==> src/rtl/fb_scan_reader.sv <==
// ----------------------------------------------------------------------------
// fb_scan_reader
//   Raster scan engine for a framebuffer held in a dual-port RAM. Owns the
//   read-only port B: issues one linear read address per enable strobe in
//   raster order, tracks the RAM read latency and returns each pixel together
//   with its x/y coordinates and a valid flag. line/frame markers accompany
//   the issued address so the VGA path can align its syncs.
//
//   Optional feature macro: DOUBLE_BUFFER_EN
//     When defined, two framebuffers are scanned alternately; a swap request
//     is applied at the next frame wrap (or restart).
//
// Ports
//   i_clk          pixel-domain clock
//   i_reset        asynchronous, active-high reset
//   i_enable       advance strobe, one read per cycle while high
//   i_restart      synchronous return to (0,0), wins over i_enable
//   o_mem_addr     RAM port-B address (registered)
//   i_mem_q        RAM port-B read data
//   o_pixel        pixel data (registered, holds when not valid)
//   o_pixel_valid  o_pixel / o_pix_x / o_pix_y valid this cycle
//   o_pix_x        column of o_pixel
//   o_pix_y        line of o_pixel
//   o_line_start   presented address has x == 0
//   o_frame_start  presented address is (0,0)
//   i_swap_req     (DOUBLE_BUFFER_EN) request a buffer swap
//   o_active_buf   (DOUBLE_BUFFER_EN) buffer currently scanned
//   o_swap_ack     (DOUBLE_BUFFER_EN) one-cycle pulse when a swap is applied
// ----------------------------------------------------------------------------
module fb_scan_reader #(
    parameter int FB_W      = 200,
    parameter int FB_H      = 200,
    parameter int ADDR_W    = 32,
    parameter int DATA_W    = 32,
    parameter int RD_LAT    = 1,
    parameter int BASE_ADDR = 0
) (
    input  logic              i_clk,
    input  logic              i_reset,
    input  logic              i_enable,
    input  logic              i_restart,
    output logic [ADDR_W-1:0] o_mem_addr,
    input  logic [DATA_W-1:0] i_mem_q,
    output logic [DATA_W-1:0] o_pixel,
    output logic              o_pixel_valid,
    output logic [15:0]       o_pix_x,
    output logic [15:0]       o_pix_y,
    output logic              o_line_start,
    output logic              o_frame_start
`ifdef DOUBLE_BUFFER_EN
    ,
    input  logic              i_swap_req,
    output logic              o_active_buf,
    output logic              o_swap_ack
`endif
);

    localparam int NPIX  = FB_W * FB_H;
    localparam int LIN_W = (NPIX > 1) ? $clog2(NPIX) : 1;

    localparam logic [ADDR_W-1:0] BASE0 = ADDR_W'(BASE_ADDR);
    localparam logic [ADDR_W-1:0] BASE1 = ADDR_W'(BASE_ADDR + NPIX);

    // Coordinate tag travelling alongside each outstanding read.
    typedef struct packed {
        logic        vld;
        logic [15:0] x;
        logic [15:0] y;
    } tag_t;

    // ------------------------------------------------------------------
    // Issue-stage state: r_x/r_y/r_lin name the NEXT pixel to be issued.
    // ------------------------------------------------------------------
    logic [15:0]       r_x;
    logic [15:0]       r_y;
    logic [LIN_W-1:0]  r_lin;
    logic [ADDR_W-1:0] r_mem_addr;
    logic              r_line_start;
    logic              r_frame_start;

    // Tag registered with the address, then RD_LAT stages covering the RAM.
    tag_t              r_iss;
    tag_t              r_pipe [RD_LAT];

    logic [DATA_W-1:0] r_pixel;
    logic              r_pixel_valid;
    logic [15:0]       r_pix_x;
    logic [15:0]       r_pix_y;

    logic              w_issue;
    logic              w_x_last;
    logic              w_y_last;
    logic              w_buf_next;
    logic [ADDR_W-1:0] w_base;
    tag_t              w_tail;

    assign w_issue  = i_enable & ~i_restart;
    assign w_x_last = (r_x == 16'(FB_W - 1));
    assign w_y_last = (r_y == 16'(FB_H - 1));
    assign w_tail   = r_pipe[RD_LAT-1];

    // ------------------------------------------------------------------
    // Buffer selection
    // ------------------------------------------------------------------
`ifdef DOUBLE_BUFFER_EN
    logic r_active_buf;
    logic r_swap_pend;
    logic r_swap_ack;
    logic w_pend;
    logic w_swap;

    // A request arriving in the wrap cycle itself is honoured at that wrap.
    assign w_pend     = r_swap_pend | i_swap_req;
    // Swap exactly when the address returns to offset 0: a restart, or an
    // issue of linear offset 0 (the first pixel after a frame wrap).
    assign w_swap     = w_pend & (i_restart | (i_enable & (r_lin == '0)));
    assign w_buf_next = r_active_buf ^ w_swap;

    always_ff @(posedge i_clk or posedge i_reset) begin : p_swap
        if (i_reset) begin
            r_active_buf <= 1'b0;
            r_swap_pend  <= 1'b0;
            r_swap_ack   <= 1'b0;
        end else begin
            r_active_buf <= w_buf_next;
            r_swap_ack   <= w_swap;
            r_swap_pend  <= w_swap ? 1'b0 : w_pend;
        end
    end

    assign o_active_buf = r_active_buf;
    assign o_swap_ack   = r_swap_ack;
`else
    assign w_buf_next = 1'b0;
`endif

    // Base uses the post-swap buffer so the switch lands with offset 0.
    assign w_base = w_buf_next ? BASE1 : BASE0;

    // ------------------------------------------------------------------
    // Address generation: linear offset is incremented alongside x/y.
    // ------------------------------------------------------------------
    always_ff @(posedge i_clk or posedge i_reset) begin : p_issue
        if (i_reset) begin
            r_x           <= '0;
            r_y           <= '0;
            r_lin         <= '0;
            r_mem_addr    <= BASE0;
            r_line_start  <= 1'b0;
            r_frame_start <= 1'b0;
        end else begin
            r_line_start  <= 1'b0;
            r_frame_start <= 1'b0;
            if (i_restart) begin
                // Present base with the markers, but this is not a tracked read.
                r_x           <= '0;
                r_y           <= '0;
                r_lin         <= '0;
                r_mem_addr    <= w_base;
                r_line_start  <= 1'b1;
                r_frame_start <= 1'b1;
            end else if (i_enable) begin
                r_mem_addr    <= w_base + ADDR_W'(r_lin);
                r_line_start  <= (r_x == '0);
                r_frame_start <= (r_lin == '0);
                if (!w_x_last) begin
                    r_x   <= r_x + 16'd1;
                    r_lin <= r_lin + LIN_W'(1);
                end else if (!w_y_last) begin
                    r_x   <= '0;
                    r_y   <= r_y + 16'd1;
                    r_lin <= r_lin + LIN_W'(1);
                end else begin
                    r_x   <= '0;
                    r_y   <= '0;
                    r_lin <= '0;
                end
            end
        end
    end

    // ------------------------------------------------------------------
    // Latency pipe: tag enters with the address, shifts RD_LAT more stages
    // so that the tail lines up with the cycle q for that address is valid.
    // ------------------------------------------------------------------
    always_ff @(posedge i_clk or posedge i_reset) begin : p_pipe
        if (i_reset) begin
            r_iss <= '0;
            for (int i = 0; i < RD_LAT; i++) r_pipe[i] <= '0;
        end else if (i_restart) begin
            // Drop everything in flight.
            r_iss <= '0;
            for (int i = 0; i < RD_LAT; i++) r_pipe[i] <= '0;
        end else begin
            r_iss.vld <= w_issue;
            r_iss.x   <= r_x;
            r_iss.y   <= r_y;
            r_pipe[0] <= r_iss;
            for (int i = 1; i < RD_LAT; i++) r_pipe[i] <= r_pipe[i-1];
        end
    end

    // ------------------------------------------------------------------
    // Pixel output register; holds data/coords when nothing is returned.
    // ------------------------------------------------------------------
    always_ff @(posedge i_clk or posedge i_reset) begin : p_pixel
        if (i_reset) begin
            r_pixel       <= '0;
            r_pixel_valid <= 1'b0;
            r_pix_x       <= '0;
            r_pix_y       <= '0;
        end else begin
            r_pixel_valid <= 1'b0;
            // A restart also drops the read returning in that same cycle.
            if (w_tail.vld && !i_restart) begin
                r_pixel       <= i_mem_q;
                r_pix_x       <= w_tail.x;
                r_pix_y       <= w_tail.y;
                r_pixel_valid <= 1'b1;
            end
        end
    end

    assign o_mem_addr    = r_mem_addr;
    assign o_line_start  = r_line_start;
    assign o_frame_start = r_frame_start;
    assign o_pixel       = r_pixel;
    assign o_pixel_valid = r_pixel_valid;
    assign o_pix_x       = r_pix_x;
    assign o_pix_y       = r_pix_y;

endmodule
==> config.mk <==
export PLATFORM = sky130hd
export DESIGN_NAME = fb_scan_reader
export DESIGN_NICKNAME = d
export VERILOG_FILES = /design/src/rtl/fb_scan_reader.sv
export SDC_FILE = /design/constraint.sdc
export NUM_CORES = 1
export LEC_CHECK = 0
export BUFFER_PORTS_ARGS = -buffer_cell sky130_fd_sc_hd__buf_4
export CAP_MARGIN = 20
export CORE_UTILIZATION = 56
export DETAILED_ROUTE_END_ITERATION = 10
export GPL_TIMING_DRIVEN = 0
export PLACE_DENSITY = 0.8
export SETUP_SLACK_MARGIN = 0.05
export SYNTH_ARGS = -nofsm -noshare
export SYNTH_HDL_FRONTEND = slang
export SYNTH_SLANG_ARGS = --single-unit
==> constraint.sdc <==
create_clock -name i_clk -period 6.8 [get_ports i_clk]
set_input_delay 0.34 -clock i_clk [delete_from_list [all_inputs] [get_ports i_clk]]
set_output_delay 0.34 -clock i_clk [all_outputs]
set_load 0.01 [all_outputs]
==> summary.txt <==
status - finished, violations left
failing checks - negative hold slack
clock tree buffer depth - 2
post-DP HPWL - 11760 um
critical path's largest stage delay - 0.48 ns
CP Data Required Time - 7.13 ns
CTS clk-pin slew, worst paths - 0.07 ns
site row count - 43
Fin. Hold Viols - 8
H-Tree Level Count - 4
routed wire length - 17020 um
clk_skew - 0.009882 ns
WP data arrival - 2.89 ns
Syn-to-layout area delta - 21.55%
Pwr per Cell Area - 246.8 nW/um^2
R2R Path Start - r_y[0]
sequential area share after synthesis - 60.26%
crit end category - register
# IOs - 135
top_reg_cell synth - dfrtp_1
critical path cell sequence - ha_1, nor4b_1, and4_1, clkbuf_1, nor2_1, nand2_1, buf_6, o31ai_1
WS Path Type - register to register
Synth area leaders - dfrtp_1 60%, mux2_2 8.9%, nor2b_1 5.1%
Wirelength per Cell - 16.39 um
R2R cell count - 8
Worst-Margin Slew - 0.7450 ns
Synth area leader - dfrtp_1
CTS Buf Count - 17
largest net degree at the start of global routing - 109
Max Fclk - 0.3905 GHz
placed cell area - 9375 um^2
die area - 15090 um^2
Relative slew margins - 49.88%
TritonRoute pass-1 iters - 4
share of the synthesized area in the top cell type - 60.26%
initial antenna violation count - 0
HP Class - input port to asynchronous set/reset pin
Via-to-Cell Ratio - 5.468
first-pass GRT wire length - 27560 um
post-synth cell types - 53
post-route setup TNS - 0 ns
final setup violation count - 0
Post-synth EDFFs - 0
Slew Limit Fails - 0
Post-CTS Setup Repair Bufs - 0
vias - 5676
TritonCTS Sinks - 197
CTS tree - built
max-cap viol count - 0
post-route minimum period - 2.561 ns
reg2reg end - r_y[6]
top-count cell post-synth - dfrtp_1
VDD IR max - 159.3 uV
clk root buf - clkbuf_16
layout cells sized above 1 - 28.90%
clock latency at the later pin of the worst-skew pair - 0.42 ns
Async SR Flop Fraction - 100.0%
Final Instance Count excl. Fillers - 1038
count of mapped cells out of synthesis - 694
critical path fanouts, max - 10
Placed Instances - 1007
post-synthesis cell area - 8180 um^2
Tcrit/Tclk final - 37.66%
initial core utilization - 58.26%
CP startpoint kind - register
Diodes inserted - 0
synth warn - 0
port bufs - 117
hold_buf cts - 0
Die Ht - 122.9 um
number of global-route vias before repair - 5535
minimum setup slack among reg-to-reg paths - 4.24 ns
worst-path cell with the longest stage delay - nor2_1
post_cts resized - 0
syn avg cell area - 11.79 um^2
fill count - 987
Post-synth top cells - 197 x dfrtp_1, 67 x nor2b_1, 65 x mux2_2
drt drc - 0
GR Overflow Total - 0
DR iter-0 viols - 392
Nets - 887
Worst Hold Margin - -0.01018 ns
gr usage total - 23.76%
Static Leak - 4.775 nW
RSZ-0062 raised after global routing - false
Non-Filler Cell Area, Final - 9943 um^2
Placer Congestion - 0.8560
Core Area - 14040 um^2
#FFs+latches synth - 197
antenna-violating nets left - 0
Die Wd - 122.9 um
worst max-delay path by stage:
stage	depth (start not counted)	start	slack [ns]	endpoint
2_1_floorplan	1	i_reset	1.09	o_frame_start
3_3_place_gp	2	i_reset	-0.46	o_mem_addr[4]
3_5_place_dp	7	r_y[0]	4.25	r_y[10]
4_1_cts	7	r_y[0]	4.23	r_y[10]
5_1_grt	7	r_y[0]	3.96	r_y[10]
6_report	8	r_y[0]	4.24	r_y[6]
cells by family after synthesis:
group / synth area share (%)
and+or+nand+nor: 17.31
adders and majority gates: 0.7648
DFF: 60.26
AOI/OAI and AO/OA: 5.216
xor gates and xnor gates: 1.392
other: 0.04584
buffers and inverters: 4.099
muxes: 10.91
power by group:
group          internal, W  switching, W
clock network     0.000529      0.000436
registers          0.00122     0.0000259
logic             0.000122      0.000120
final cells by class:
cell class / instances / area, um^2 / area share [%]
buffer: 56 / 290.3 / 2.919
clock buffer: 19 / 452.9 / 4.555
clock inverter: 12 / 115.1 / 1.158
inverter: 12 / 52.55 / 0.5285
multi-input combinational: 444 / 2972 / 29.89
sequential: 197 / 4930 / 49.58
tap: 180 / 225.2 / 2.265
timing repair buffer: 118 / 905.9 / 9.110
metal layers:
layer  GRT usage, %  vias to the layer above  share of wire [%]
li1               -                     2678                  -
met1          30.93                     2777                 43
met2          39.50                      210                 49
met3          5.158                       11                7.5
met4          8.079                        0               0.72
met5              0                        -                  0
registers in the layout (all words and copies together) (netlist names):
register and flops:
r_lin 16, o_pixel 32, o_pixel_valid 1, o_pix_x 16
o_frame_start 1, o_pix_y 16, r_x 16, r_iss 33
o_line_start 1, o_mem_addr 16, r_y 16, r_pipe 33
stage by stage:
step / total power [W] / util [%] / worst slack, ns
final: 0.002454 / 70.81 / 4.239
after global routing: 0.002552 / 70.81 / 3.962
after CTS: 0.002477 / 70.81 / 4.226
after detailed placement: 0.001515 / 66.76 / 4.254
after global placement: 0.001503 / 66.52 / -0.4591
after floorplan: 0.001395 / - / 1.091
critical path: cells and delay by family (launching register included):
kind / cells / cell delay, ns
fa+ha+maj: 1 / 0.28
buf+inv: 2 / 0.42
simple gates: 4 / 1.09
compound gates: 1 / 0.23
flops: 1 / 0.45
layout by cell type, fill, tap and decap left out, types with 6 or more instances in the layout:
master     instances
nor2b_1           67
nor3_1            10
clkbuf_1          23
buf_1              8
buf_4            134
nor2_1            53
nor4_1            13
clkbuf_16         17
o21ai_0           19
nand3_1           27
dfrtp_1          197
a21oi_1           23
nand2_1           35
mux2i_1           16
buf_2              6
nand4_1           14
a31oi_1            7
mux2_2            65
inv_1             11
or3_1             11
xor2_1             9
conb_1            16
Note: power is estimated with default switching activity, not from simulation.
